--- config.mk ---
export PLATFORM = sky130hd
export DESIGN_NAME = wb_mem_arbiter
export DESIGN_NICKNAME = d
export VERILOG_FILES = /design/src/rtl/wb_mem_arbiter.sv
export SDC_FILE = /design/constraint.sdc
export NUM_CORES = 1
export LEC_CHECK = 0
export CORE_AREA = 3 3 123 125
export DETAILED_ROUTE_END_ITERATION = 8
export DIE_AREA = 0 0 126 128
export MAX_ROUTING_LAYER = met4
export RECOVER_POWER = 100
export REMOVE_ABC_BUFFERS = 1
export SETUP_SLACK_MARGIN = 0.02
export SYNTH_ARGS = -nofsm -noshare
export SYNTH_HDL_FRONTEND = slang
export SYNTH_SLANG_ARGS = --single-unit
--- constraint.sdc ---
create_clock -name i_clk -period 1.85 [get_ports i_clk]
set_clock_uncertainty 0.1 [all_clocks]
set_input_delay 0.185 -clock i_clk [delete_from_list [all_inputs] [get_ports i_clk]]
set_output_delay 0.185 -clock i_clk [all_outputs]
set_load 0.1 [all_outputs]
--- src/rtl/wb_mem_arbiter.sv ---
// wb_mem_arbiter
//   Two-master Wishbone arbiter in front of a single-slave main memory.
//   Master 0 is the core port, master 1 the loader/DMA port. Ownership is
//   decided round-robin once per bus cycle and held until the owner drops cyc.
//   Every new bus cycle passes through IDLE for one arbitration cycle.
//
//   Optional feature: define WB_ARB_TIMEOUT_EN to build in a watchdog that
//   terminates an access stalled for TIMEOUT_CYCLES cycles with a one-cycle
//   error pulse to the owning master.
module wb_mem_arbiter #(
  parameter int WB_DWIDTH      = 32,
  parameter int WB_SWIDTH      = 4,
  parameter int TIMEOUT_CYCLES = 256
) (
  input  logic                 i_clk,
  input  logic                 i_rst,

  // Master 0 (core)
  input  logic [31:0]          i_m0_adr,
  input  logic [WB_SWIDTH-1:0] i_m0_sel,
  input  logic                 i_m0_we,
  input  logic [WB_DWIDTH-1:0] i_m0_dat,
  input  logic                 i_m0_cyc,
  input  logic                 i_m0_stb,
  output logic [WB_DWIDTH-1:0] o_m0_dat,
  output logic                 o_m0_ack,
  output logic                 o_m0_err,

  // Master 1 (loader / DMA)
  input  logic [31:0]          i_m1_adr,
  input  logic [WB_SWIDTH-1:0] i_m1_sel,
  input  logic                 i_m1_we,
  input  logic [WB_DWIDTH-1:0] i_m1_dat,
  input  logic                 i_m1_cyc,
  input  logic                 i_m1_stb,
  output logic [WB_DWIDTH-1:0] o_m1_dat,
  output logic                 o_m1_ack,
  output logic                 o_m1_err,

  // Slave (main memory)
  output logic [31:0]          o_s_adr,
  output logic [WB_SWIDTH-1:0] o_s_sel,
  output logic                 o_s_we,
  output logic [WB_DWIDTH-1:0] o_s_dat,
  output logic                 o_s_cyc,
  output logic                 o_s_stb,
  input  logic [WB_DWIDTH-1:0] i_s_dat,
  input  logic                 i_s_ack,
  input  logic                 i_s_err
);

  typedef enum logic [1:0] {
    IDLE = 2'd0,
    GNT0 = 2'd1,
    GNT1 = 2'd2
  } state_t;

  state_t state_q, state_d;
  logic   last_q, last_d;   // last master granted; 1 after reset so m0 wins the first tie
  logic   req0, req1;
  logic   timeout;          // watchdog expiry, constant 0 when not built in

  // Elaboration-time parameter sanity
  if (TIMEOUT_CYCLES < 4 || WB_SWIDTH != WB_DWIDTH / 8) begin : g_param_check
    $error("wb_mem_arbiter: TIMEOUT_CYCLES must be >= 4 and WB_SWIDTH = WB_DWIDTH/8");
  end

  assign req0 = i_m0_cyc & i_m0_stb;
  assign req1 = i_m1_cyc & i_m1_stb;

  // Arbitration: pick a requester from IDLE, release the grant when cyc drops
  always_comb begin
    // NOTE: every combinational output gets a default first so no path can
    // leave it unassigned and infer a latch.
    state_d = state_q;
    last_d  = last_q;
    unique case (state_q)
      IDLE: begin
        // On a tie the master that was not served last wins.
        if (req0 && (!req1 || last_q)) begin
          state_d = GNT0;
          last_d  = 1'b0;
        end else if (req1) begin
          state_d = GNT1;
          last_d  = 1'b1;
        end
      end
      GNT0: if (!i_m0_cyc) state_d = IDLE;
      GNT1: if (!i_m1_cyc) state_d = IDLE;
      default: state_d = IDLE;
    endcase
  end

  // State and round-robin pointer registers
  always_ff @(posedge i_clk or posedge i_rst) begin
    // NOTE: state flops use non-blocking assignments so every flop samples
    // the pre-edge values regardless of process ordering.
    if (i_rst) begin
      state_q <= IDLE;
      last_q  <= 1'b1;
    end else begin
      state_q <= state_d;
      last_q  <= last_d;
    end
  end

`ifdef WB_ARB_TIMEOUT_EN
  localparam int WD_W = $clog2(TIMEOUT_CYCLES + 1);

  logic [WD_W-1:0] wd_q, wd_d;
  logic            owner_stb;

  assign owner_stb = (state_q == GNT0) ? i_m0_stb :
                     (state_q == GNT1) ? i_m1_stb : 1'b0;

  assign timeout = (state_q != IDLE) && (wd_q == WD_W'(TIMEOUT_CYCLES));

  // Watchdog: count stalled strobe cycles, clear on any termination or grant change
  always_comb begin
    wd_d = wd_q;
    if (state_q == IDLE || state_d != state_q || timeout || i_s_ack || i_s_err) begin
      wd_d = '0;
    end else if (owner_stb) begin
      wd_d = wd_q + WD_W'(1);
    end
  end

  // Watchdog counter register
  always_ff @(posedge i_clk or posedge i_rst) begin
    if (i_rst) wd_q <= '0;
    else       wd_q <= wd_d;
  end
`else
  assign timeout = 1'b0;
`endif

  // Routing: slave request from the owner, slave response to the owner only.
  // Outputs derive from state_q alone, so asserting reset clears them at once.
  always_comb begin
    o_s_adr  = '0;
    o_s_sel  = '0;
    o_s_we   = 1'b0;
    o_s_dat  = '0;
    o_s_cyc  = 1'b0;
    o_s_stb  = 1'b0;
    o_m0_dat = '0;
    o_m0_ack = 1'b0;
    o_m0_err = 1'b0;
    o_m1_dat = '0;
    o_m1_ack = 1'b0;
    o_m1_err = 1'b0;
    unique case (state_q)
      GNT0: begin
        o_s_adr  = i_m0_adr;
        o_s_sel  = i_m0_sel;
        o_s_we   = i_m0_we;
        o_s_dat  = i_m0_dat;
        o_s_cyc  = i_m0_cyc;
        o_s_stb  = i_m0_stb & ~timeout;
        o_m0_dat = i_s_dat;
        o_m0_ack = i_s_ack;
        o_m0_err = i_s_err | timeout;
      end
      GNT1: begin
        o_s_adr  = i_m1_adr;
        o_s_sel  = i_m1_sel;
        o_s_we   = i_m1_we;
        o_s_dat  = i_m1_dat;
        o_s_cyc  = i_m1_cyc;
        o_s_stb  = i_m1_stb & ~timeout;
        o_m1_dat = i_s_dat;
        o_m1_ack = i_s_ack;
        o_m1_err = i_s_err | timeout;
      end
      default: ;
    endcase
  end

endmodule
==> metrics.yaml, run 1 <==
crit_required_ns: 1.56
yosysTopAreaCell: "a22oi_1"
start_util: 0.125
finalCritPeriodShare: 1.09
setup_slack_ns: -0.167
crit_arrival_ns: 1.73
slew_headroom: 0.843
async_flop_share: 1.00
p_leak_nw: 2.92
fill_cells: 1169
rows: 43
first_global_vias: 3606
synthTopCellsByArea: "a22oi_1 30%, nor2b_1 25%, and2_1 25%"
fin_util: 0.554
ctsRootBufferMaster: "clkbuf_16"
start_kind: "register"
grt_pass1_wl_um: 20000
synth_cells: 262
drt_iter0_markers: 100
die_w_um: 126
critPathKind: "reg -> out"
grt_overflow: 0
synth-main-ff-cell: "dfrtp_1"
max_slew.worst_pin.slew_ns: 0.235
crit_fanout: 18
wl_per_cell_um: 19.9
rr_startpoint: "state_q[1]"
diodes: 0
clk_latency_ns: 0.22
clock_path_buffers: 2
synthToLayoutAreaGrowth_pct: 345
dieArea_um2: 16100
layout-drive-gt1-share: 0.601
holdBufCountCts: 0
ioPinCount: 317
hold_slack_ns: 0.168
post-route-min-period_ns: 2.02
power_mw: 15.2
clock-sinks: 3
antenna_found_initial: 0
drc: 0
grt_max_degree: 50
dr_total_vias: 3438
critPathCaptureType: "output port"
nNetsFinal: 778
antenna_left: 0
clkTransAtPathRegs_ns: 0.03
slew_viol_final: 0
cts_tree: "built"
violations: "setup timing"
cp_top_family: "buffers and inverters"
via_per_inst: 4.43
yosysTopAreaCellShare: 0.302
gp_congestion: 0.878
cts_buffers: 3
p_per_area_nw_per_um2: 1970
route.final.wire_length_um: 15500
hpwl_um: 11100
slowest_stage: "dfrtp_1"
r2r_end: "state_q[1]"
status: "finished, violations left"
ys_ff_latch: 3
critPathMaxStageDelay_ns: 0.38
reg2reg_setup_slack_ns: 0.01
r2r_cells: 8
rsz0062_at_grt: "true"
hold_class: "in -> async"
crit_chain: "inv_2, ha_4, buf_12, buf_12, a22oi_2, nor2b_1, clkbuf_16"
ctsHtreeMaxLevel: 1
grt_use_total: 0.161
coreArea_um2: 14000
drt_first_pass_iters: 5
final_hold_viol_count: 0
synth_cell_types: 19
cpMostUsedCell: "buf_12"
io_buffer_count: 316
synth_edf_count: 0
ir_drop_v: 0.000885
syn_area_um2: 1740
setup_viol: 118
regArea_um2: 76.3
yosysSeqAreaShare: 0.0438
yosysWarningCount: 0
cp_num_buf_inv: 4
max_cap_violations: 0
avgSynthCellArea_um2: 6.65
die_h_um: 128
multi_input_area_um2: 2060
max_freq_ghz: 0.496
routing by layer:
| metal | share of wire | routed length, um | track usage | vias up |
|---|---|---|---|---|
| met5 | 0 | 0 | - | - |
| met4 | 0.025 | 394 | 0.0429 | 0 |
| met3 | 0.072 | 1110 | 0.0288 | 26 |
| met2 | 0.53 | 8240 | 0.303 | 228 |
| met1 | 0.37 | 5710 | 0.174 | 1600 |
| li1 | - | - | - | 1584 |
cells in the final DEF, fill, tap and decap left out, types with 2 or more instances in the layout:
master	synthesis	final
nor2b_4	0	9
inv_2	0	2
clkbuf_16	0	12
buf_16	0	3
a22oi_2	0	25
ha_4	0	2
buf_4	2	8
and2_4	0	69
buf_8	0	7
a22oi_1	70	45
clkdlybuf4s50_1	0	176
nand3_1	2	2
buf_6	1	10
nor2b_2	0	60
buf_12	0	147
nand2_1	3	3
dfrtp_1	2	2
cells by family (layout without fill, tap and decap cells):
family	after synthesis	in the layout	synth area share
AND/OR/NAND/NOR	145	145	0.514
adder cells (fa/ha/maj)	3	3	0.0216
AO/OA/AOI/OAI	77	77	0.329
flip-flops	3	3	0.0438
buffers and inverters	34	368	0.0920
per-stage QoR:
| stage | instances | TNS [ns] | worst slack (ns) | cell area (um2) |
|---|---|---|---|---|
| final | 776 | -8.99 | -0.167 | 7750 |
| after global routing | 776 | -17.74 | -0.244 | 7750 |
| after CTS | 756 | -10.51 | -0.162 | 7100 |
| after detailed placement | 747 | -0.0433 | -0.0433 | 6610 |
| after global placement | 747 | 0 | 0.0130 | 6610 |
| after floorplan | 231 | -253.39 | -2.19 | 1590 |
final cells by class:
type                            count  area share
Timing Repair Buffer              361       0.684
Multi-Input combinational cell    225       0.266
Tap cell                          180      0.0291
Clock buffer                        4      0.0102
Sequential cell                     3     0.00985
Inverter                            3     0.00145
timing repair:
| action | in CTS | in global routing |
|---|---|---|
| cloned | 3 | 10 |
| setup buffers | 2 | 10 |
| gates resized for setup | 115 | 100 |
| pin swaps | 2 | 4 |
| endpoints found under the setup margin | 123 | 140 |
report_power, final:
group          switching (mW)  internal, mW
clock network          0.0608         0.285
registers              0.0253         0.104
logic                    8.66          6.10
worst max path at each step:
stage / startpoint / endpoint / slack [ns] / cells after the start
finish: state_q[0] / o_s_dat[30] / -0.17 / 7
detailed placement: state_q[1] / o_s_adr[5] / -0.04 / 5
CTS: state_q[0] / o_s_adr[24] / -0.16 / 6
global route: state_q[1] / o_s_dat[30] / -0.24 / 5
global placement: state_q[0] / o_s_adr[5] / 0.01 / 5
floorplan: state_q[0] / o_s_adr[16] / -2.19 / 4
registers in the layout (all words and copies together) (netlist names):
name / flops
last_q: 1
state_q: 2
Yosys cell counts, drive strengths merged (2+ instances only):
| cell | number |
|---|---|
| a21oi | 2 |
| o21ai | 2 |
| and2 | 69 |
| clkbuf | 14 |
| buf | 17 |
| nor2b | 70 |
| inv | 3 |
| nand3 | 2 |
| nand2 | 3 |
| ha | 3 |
| dfrtp | 2 |
| a22oi | 70 |
Power figures use the tool's default switching activity.
==> run 2: changes to the inputs <==
--- a/config.mk
+++ b/config.mk
@@ -5,6 +5,7 @@
 export SDC_FILE = /design/constraint.sdc
 export NUM_CORES = 1
 export LEC_CHECK = 0
+export CAP_MARGIN = 20
 export CORE_AREA = 3 3 123 125
 export DETAILED_ROUTE_END_ITERATION = 8
 export DIE_AREA = 0 0 126 128
==> results of run 2 <==
Final layout, timing and power as in run 1 (identical DEF).
==> patch (config.mk and constraints of run 2) <==
Add a define of `WB_ARB_TIMEOUT_EN`.
--- a/src/rtl/wb_mem_arbiter.sv
+++ b/src/rtl/wb_mem_arbiter.sv
@@ -7,6 +7,8 @@
 //   Optional feature: define WB_ARB_TIMEOUT_EN to build in a watchdog that
 //   terminates an access stalled for TIMEOUT_CYCLES cycles with a one-cycle
 //   error pulse to the owning master.
+`define WB_ARB_TIMEOUT_EN
+
 module wb_mem_arbiter #(
   parameter int WB_DWIDTH      = 32,
   parameter int WB_SWIDTH      = 4,
Formal check against the unedited RTL: same outputs for any inputs over 10 cycles, from zero or initial values and one cycle with i_rst high; that may be too few to reach the edited logic, so the function may still have changed.
==> patch against run 2 <==
- the run still ends with setup timing left
- final area is 12% higher
- worst setup slack got worse by 0.066 ns
- sequential cell count rose by 9
- area after synthesis up 32%
- critical path depth unchanged
- wire length is 19% higher
- worst hold slack better by 0.14 ns
- count of clock-buffer cells in the layout unchanged
- power down 7.1%
- critical path type unchanged
- largest power group unchanged
==> patch: results (changes against run 2) <==
reg2reg start=state_q[1] (unchanged); drt wl/cell=21.51 µm (was 19.91 µm); post-synth cell types=38 (was 19); largest net degree at the start of global routing=43 (was 50); failing checks=setup timing (unchanged); top flop regs=wd_q x9, state_q x2, last_q x1 (was state_q x2, last_q x1); Max IR drop VDD=0.8851 mV (was 0.8850 mV); GRT Util Overall=20.07% (was 16.12%); area of placed instances=0.007316 mm² (was 0.006613 mm²); setup violators final=142 (was 118); first-pass GRT wire length=24580 µm (was 20020 µm); Pre-antenna DRT Iters=4 (was 5); met3 Usage GRT=3.333% (was 2.875%); nets@finish=859 (was 778); PnR worst setup slack=-0.2323 ns (was -0.1666 ns); CP Max Fanout=8 (was 18); fillers=1093 (was 1169); setup_tns=-17.05 ns (was -8.990 ns); RD Place Congestion=0.9082 (was 0.8782); Slew @ Worst Pin=0.4911 ns (was 0.2352 ns); Commonest cells post-synth=a22oi_1 (70), and2_1 (69), nor2b_1 (69) (was a22oi_1 (70), nor2b_1 (70), and2_1 (69)); CP peak stage delay=0.40 ns (was 0.38 ns); R2R depth=9 (was 8); placed cells=816 (was 747); pre-CTS setup slack=-0.1747 ns (was -0.04327 ns); area grow syn2layout=278.3% (was 345.0%); run status=complete, but fails checks (unchanged); reg2reg end=wd_q[3] (was state_q[1]); Final Hold Slack=0.3072 ns (was 0.1678 ns); Synth Instances=321 (was 262)
## patch: changes by cell type after synthesis, sizes merged, moves of 2 or more
| cell | run 2 | this run |
|---|---|---|
| clkbuf | 14 | 25 |
| dfrtp | 2 | 11 |
| buf | 17 | 9 |
| nor2 | 1 | 9 |
| xor2 | 0 | 6 |
| o2111ai | 0 | 4 |
| ha | 3 | 6 |
| inv | 3 | 6 |
| o21ai | 2 | 5 |
| a21oi | 2 | 4 |
| a31oi | 0 | 2 |
| and2b | 0 | 2 |
| nand2 | 3 | 5 |
## patch: timing repair
action,4_1_cts,5_1_grt
hold buffers,0,0
pin swaps,27,11
gates cloned,5,8
buffers inserted,12,12
endpoints found under the setup margin,143,148
gates resized for setup,163,78
## patch: worst max-delay path by stage
stage                from        to  slack, ns  depth (start not counted)
4_1_cts        state_q[1]  o_m0_err      -0.23                          6
3_5_place_dp   state_q[1]   wd_q[3]      -0.17                          7
6_report       state_q[1]   o_s_stb      -0.23                          7
3_3_place_gp   state_q[0]   wd_q[1]      -0.10                          7
5_1_grt        state_q[1]  o_m0_err      -0.29                          6
2_1_floorplan  state_q[0]   o_s_stb      -2.57                          5
## patch: layout make-up
cell class / count / share of cell area (%)
Tap cell: 180 / 2.588
Inverter: 6 / 0.2588
Clock buffer: 4 / 1.021
Timing Repair Buffer: 383 / 63.98
Sequential cell: 12 / 3.466
Multi-Input combinational cell: 269 / 28.69
## patch: logic make-up after synthesis
logic type | count (synthesis) | synth area share [%]
compound gates | 91 | 29.33
flops | 12 | 13.11
buf+inv | 40 | 7.018
fa+ha+maj | 6 | 3.264
mux | 1 | 0.4896
xor+xnor | 7 | 2.666
simple gates | 164 | 44.12
## patch: power by group
group | switching, mW | internal (mW)
clock network | 0.116 | 0.326
logic | 7.78 | 5.60
registers | 0.0263 | 0.300
total | 7.92 | 6.23
